File: src/rtl/writeback_unit.sv
// writeback_unit: the MEM/WB pipeline register. It selects the write-back
// source, aligns and extends load data, flags misaligned loads, and counts
// retired instructions.
module writeback_unit #(
    parameter int XLEN  = 32,
    parameter int RA_W  = 5,
    parameter int CNT_W = 64
) (
    input  logic              clk,
    input  logic              rst,
    input  logic              in_valid,
    input  logic              stall,
    input  logic              flush,
    input  logic [XLEN-1:0]   mem_data_out,
    input  logic [XLEN-1:0]   alu_result_mem,
    input  logic [XLEN-1:0]   pc_plus4_mem,
    input  logic [XLEN-1:0]   csr_rdata_mem,
    input  logic [2:0]        funct3_mem,
    input  logic [3+RA_W:0]   control_word_mem,
    output logic              wb_valid,
    output logic              wb_rf_wb,
    output logic [RA_W-1:0]   wb_rd,
    output logic [XLEN-1:0]   wb_data,
    output logic              wb_misaligned,
    output logic [CNT_W-1:0]  retire_count
);

    localparam int OFF_W = $clog2(XLEN / 8);

    // Control word fields: {rf_wb, wb_src[1:0], pc_src, rd}
    logic            rf_wb_in;
    logic [1:0]      wb_src_in;
    logic            pc_src_in;
    logic [RA_W-1:0] rd_in;

    assign rf_wb_in  = control_word_mem[RA_W+3];
    assign wb_src_in = control_word_mem[RA_W+2:RA_W+1];
    assign pc_src_in = control_word_mem[RA_W];
    assign rd_in     = control_word_mem[RA_W-1:0];

    logic [OFF_W-1:0] off;
    logic [XLEN-1:0]  shifted;
    logic [XLEN-1:0]  load_data;
    logic             load_misaligned;
    logic             mis_in;
    logic [XLEN-1:0]  data_in;

    // The addressed lane is moved down to bit 0 once; every format then
    // just picks its low bits from there.
    assign off     = alu_result_mem[OFF_W-1:0];
    assign shifted = mem_data_out >> {off, 3'b000};

    // Load formatting and per-format alignment check
    always_comb begin
        load_data       = '0;
        load_misaligned = 1'b0;
        case (funct3_mem)
            3'b000: load_data = XLEN'($signed(shifted[7:0]));
            3'b001: begin
                load_data       = XLEN'($signed(shifted[15:0]));
                load_misaligned = off[0];
            end
            3'b010: begin
                load_data       = XLEN'($signed(shifted[31:0]));
                load_misaligned = |off[1:0];
            end
            3'b011: begin
                // LD exists only on a 64-bit datapath; otherwise it reads as 0
                if (XLEN == 64) begin
                    load_data       = shifted;
                    load_misaligned = |off;
                end
            end
            3'b100: load_data = XLEN'(shifted[7:0]);
            3'b101: begin
                load_data       = XLEN'(shifted[15:0]);
                load_misaligned = off[0];
            end
            3'b110: begin
                load_data       = XLEN'(shifted[31:0]);
                load_misaligned = |off[1:0];
            end
            default: load_data = '0;
        endcase
    end

    assign mis_in = load_misaligned && (wb_src_in == 2'b10);

    // Write-back source select; a misaligned load writes zero
    always_comb begin
        data_in = '0;
        case (wb_src_in)
            2'b00:   data_in = alu_result_mem;
            2'b01:   data_in = pc_plus4_mem;
            2'b10:   data_in = mis_in ? '0 : load_data;
            default: data_in = csr_rdata_mem;
        endcase
    end

    logic             valid_q, valid_d;
    logic             rf_wb_q, rf_wb_d;
    logic [RA_W-1:0]  rd_q, rd_d;
    logic [XLEN-1:0]  data_q, data_d;
    logic             mis_q, mis_d;
    logic             pc_src_unused_q, pc_src_unused_d;
    logic [CNT_W-1:0] cnt_q, cnt_d;
    logic             take;
    logic             live;

    // Flush forces a capture (of a bubble) even while stalled
    assign take = flush || !stall;
    assign live = in_valid && !flush;

    // Next-state: hold by default, capture when the stage advances
    always_comb begin
        valid_d         = valid_q;
        rf_wb_d         = rf_wb_q;
        rd_d            = rd_q;
        data_d          = data_q;
        mis_d           = mis_q;
        pc_src_unused_d = pc_src_unused_q;
        if (take) begin
            valid_d         = live;
            rf_wb_d         = live && rf_wb_in && (rd_in != '0) && !mis_in;
            rd_d            = rd_in;
            data_d          = data_in;
            mis_d           = live && mis_in;
            pc_src_unused_d = pc_src_in;
        end
        // The instruction in WB retires as it leaves, i.e. on an unstalled edge
        cnt_d = cnt_q;
        if (valid_q && !mis_q && !stall) begin
            cnt_d = cnt_q + CNT_W'(1);
        end
    end

    // Stage registers and retire counter, cleared asynchronously by rst
    always_ff @(posedge clk or posedge rst) begin
        if (rst) begin
            valid_q         <= 1'b0;
            rf_wb_q         <= 1'b0;
            rd_q            <= '0;
            data_q          <= '0;
            mis_q           <= 1'b0;
            pc_src_unused_q <= 1'b0;
            cnt_q           <= '0;
        end else begin
            valid_q         <= valid_d;
            rf_wb_q         <= rf_wb_d;
            rd_q            <= rd_d;
            data_q          <= data_d;
            mis_q           <= mis_d;
            pc_src_unused_q <= pc_src_unused_d;
            cnt_q           <= cnt_d;
        end
    end

    assign wb_valid      = valid_q;
    assign wb_rf_wb      = rf_wb_q;
    assign wb_rd         = rd_q;
    assign wb_data       = data_q;
    assign wb_misaligned = mis_q;
    assign retire_count  = cnt_q;

endmodule

File: config.mk
export PLATFORM = sky130hd
export DESIGN_NAME = writeback_unit
export DESIGN_NICKNAME = d
export VERILOG_FILES = /design/src/rtl/writeback_unit.sv
export SDC_FILE = /design/constraint.sdc
export NUM_CORES = 1
export LEC_CHECK = 0
export ABC_CLOCK_PERIOD_IN_PS = 3700
export CAP_MARGIN = 30
export CORE_MARGIN = 2
export CORE_UTILIZATION = 44
export CTS_BUF_LIST = sky130_fd_sc_hd__clkbuf_4
export DETAILED_ROUTE_END_ITERATION = 8
export GPL_TIMING_DRIVEN = 0
export PLACE_DENSITY_LB_ADDON = 0.15
export SYNTH_ARGS = -nofsm -noshare
export SYNTH_HDL_FRONTEND = slang
export SYNTH_SLANG_ARGS = --single-unit
export TNS_END_PERCENT = 5
File: constraint.sdc
create_clock -name clk -period 3.7 [get_ports clk]
set_input_delay 0.37 -clock clk [delete_from_list [all_inputs] [get_ports clk]]
set_output_delay 0.37 -clock clk [all_outputs]
set_load 0.02 [all_outputs]
==> results_dict.tcl <==
set metrics [dict create \
    clkSlewWorstSetupHoldPaths_ns 0.18 \
    cts_tree "yes" \
    fp.dieArea_sq_um 14300 \
    synth-edff-count 0 \
    hold_viol_final 0 \
    ys_ff_latch 104 \
    tns_ns 0 \
    h-tree-depth 3 \
    ctsHoldBuffers 0 \
    port_buffers 246 \
    synth.avg_cell_area_sq_um 9.78 \
    die_h_um 119 \
    timing.final.crit_period_ns 2.27 \
    synthCells 600 \
    die_w_um 119 \
    clkLatencyLatePin_ns 0.49 \
    skew_ns 0.0198 \
    worst_slew_pin_slew_ns 0.724 \
    crit_fanout 10 \
    arrival_ns 2.70 \
    drtIter0Drc 479 \
    slowest_stage "clkdlybuf4s50_1" \
    required_ns 4.13 \
    rsz0062_at_grt "no" \
    route.vias.total 5998 \
    setup_slack_ns 1.43 \
    ys_seq_area_share_pct 44.3 \
    outcome "finished clean" \
    wl_per_cell_um 19.9 \
    cts_buffers 9 \
    drtPass1Iterations 5 \
    clock.fmax_mhz 440 \
    viasPerCell 5.77 \
    antenna_cells 0 \
    pre_cts_ws_ns 0.986 \
    grt_pass1_vias 5884 \
    synthFlopType "dfrtp_1" \
    setup_viol 0 \
    synth_cell_type_count 55 \
    grt_pass1_wl_um 32000 \
    syn_to_final_growth_pct 48.2 \
    fin_crit_sh_pct 61.4 \
    wl_um 20600 \
    coreArea_sq_um 13100 \
    gp_congestion 0.947 \
    power.static_leakage_nw 3.51 \
    place_area_sq_um 8580 \
    pin_count 249 \
    synth_warnings 0 \
    initial_core_util_pct 44.7 \
    hpwlAfterDp_um 16200 \
    cp-start-kind "input pin" \
    final_antenna_net_count 0 \
    peakVddDrop_mv 0.142 \
    grt_overflow 0 \
    grt_usage_pct 29.1 \
    critPathMaxStageDelay_ns 0.60 \
    synth_nets 751 \
    drv_slew 0 \
    cts.sinks 104 \
    cts_root_buf "clkbuf_4" \
    layout-drive-gt1-share_pct 5.33 \
    path_cells "clkdlybuf4s50_1 -> inv_1 -> ha_1 -> o21ai_1 -> a21boi_0 -> nor2_1 -> nand3b_1 -> buf_4 -> a31oi_1" \
    final_nets 1009 \
    drc 0 \
    critPathKind "in -> reg" \
    grt_start_max_net_pins 75 \
    critPathCaptureType "flip-flop" \
    hp-class "in -> async" \
    fillCellCount 1128 \
    power_density_nw_per_um2 291 \
    cts_setup_buffers 0 \
    cts_buffer_depth 2 \
    worst_slew_margin_rel_pct 51.5 \
    antenna_found_initial 0 \
    async_reset_ff_share_pct 100 \
    syn_area_sq_um 5870 \
    maxCapViolCount 0 \
    row_count 42 \
    cts-resized-gates 0 \
    fin_area_sq_um 8700 \
]
flip-flops by register name (all words and copies together), names as in the netlist:
name	count
retire_count	64
wb_rf_wb	1
wb_data	32
wb_valid	1
wb_rd	5
wb_misaligned	1
cell type report:
type	instances	area [sq um]	area share, %
sequential	104	2600	29.9
timing repair buffer	247	2490	28.6
clock inverter	6	42.5	0.489
inverter	6	25.0	0.288
multi-input combinational	450	3030	34.8
clock buffer	10	75.1	0.863
buffer	40	216	2.49
tap	176	220	2.53
synth_stat cells (8+ instances only):
cell type  number  area share, %
nor2b_1        18            1.9
nor2_1         14           0.90
and4_1          9            1.3
nand3_1        28            2.4
o211ai_1        8            1.0
o22ai_1        32            3.4
xnor2_1        54            8.1
o21ai_0        32            2.7
nand2_1        61            3.9
a21oi_1        20            1.7
clkbuf_1       21            1.3
mux2i_1        24            4.1
o2111a_1        8            1.5
and3_1         16            1.7
a31oi_1        16            1.7
dfrtp_1       104             44
nand4_1        30            3.2
xor2_1          9            1.3
per-layer routing:
metal	part of all wire (%)	wire length [um]	up-vias	track usage, %
met3	8.3	1710	42	6.85
met2	49	10100	323	48.5
met5	0	0	-	0
li1	-	-	2731	-
met1	40	8300	2902	37.1
met4	2.7	564	0	9.85
kinds of logic after synthesis:
kind of cell	Yosys count	synth area share (%)
AO/OA/AOI/OAI	148	16.5
AND/OR/NAND/NOR	207	19.7
flip-flops	104	44.3
adder cells (fa/ha/maj)	6	1.28
multiplexers	26	4.67
XOR/XNOR	63	9.40
buffers and inverters	46	4.07
metrics by stage:
step	util, %	total power (W)	instances	hold WS, ns
global route	66.2	0.00264	1039	0.235
detailed placement	65.3	0.00199	1023	0.456
finish	66.2	0.00253	1039	0.207
floorplan	-	0.00159	600	0.433
CTS	66.2	0.00255	1039	0.186
global placement	65.1	0.00198	1022	0.458
worst max-delay path, delay by kind of cell:
kind / cells / cell delay, ns
buffers and inverters: 3 / 1.01
and+or+nand+nor: 2 / 0.64
AOI/OAI and AO/OA: 3 / 0.41
adders and majority gates: 1 / 0.27
power breakdown:
part / switching, W / internal [W] / leakage, nW
Clock: 0.000405 / 0.000150 / 0.0701
Sequential: 0.0000661 / 0.00121 / 1.36
Combinational: 0.000337 / 0.000365 / 2.08
Total: 0.000809 / 0.00172 / 3.51
final timing paths:
| check | to | start | depth (start not counted) | slack, ns |
|---|---|---|---|---|
| setup / recovery | wb_data[31] | funct3_mem[0] | 9 | 1.43 |
| hold / removal | wb_data[18] | rst | 2 | 0.21 |
| setup reg to reg | retire_count[61] | retire_count[19] | 5 | 1.74 |
| hold reg to reg | wb_rd[2] | wb_rd[2] | 2 | 0.49 |
| max in group asynchronous | retire_count[42] | rst | 3 | 2.78 |
| min in group clk | wb_rd[3] | control_word_mem[3] | 3 | 0.41 |
placed cells by master (no fill, tap or decap), drive strengths merged, types with 9 or more instances in the layout:
cell type      count
and4              10
nor2b             18
a31oi             16
mux2i             24
buf               19
clkdlybuf4s50    246
and3              17
nor2              14
xnor2             54
nand4             31
xor2               9
nand2             62
a21oi             20
o21ai             33
dfrtp            104
clkbuf            32
o22ai             32
nand3             28
No activity file was read; power rests on OpenSTA's default activity.
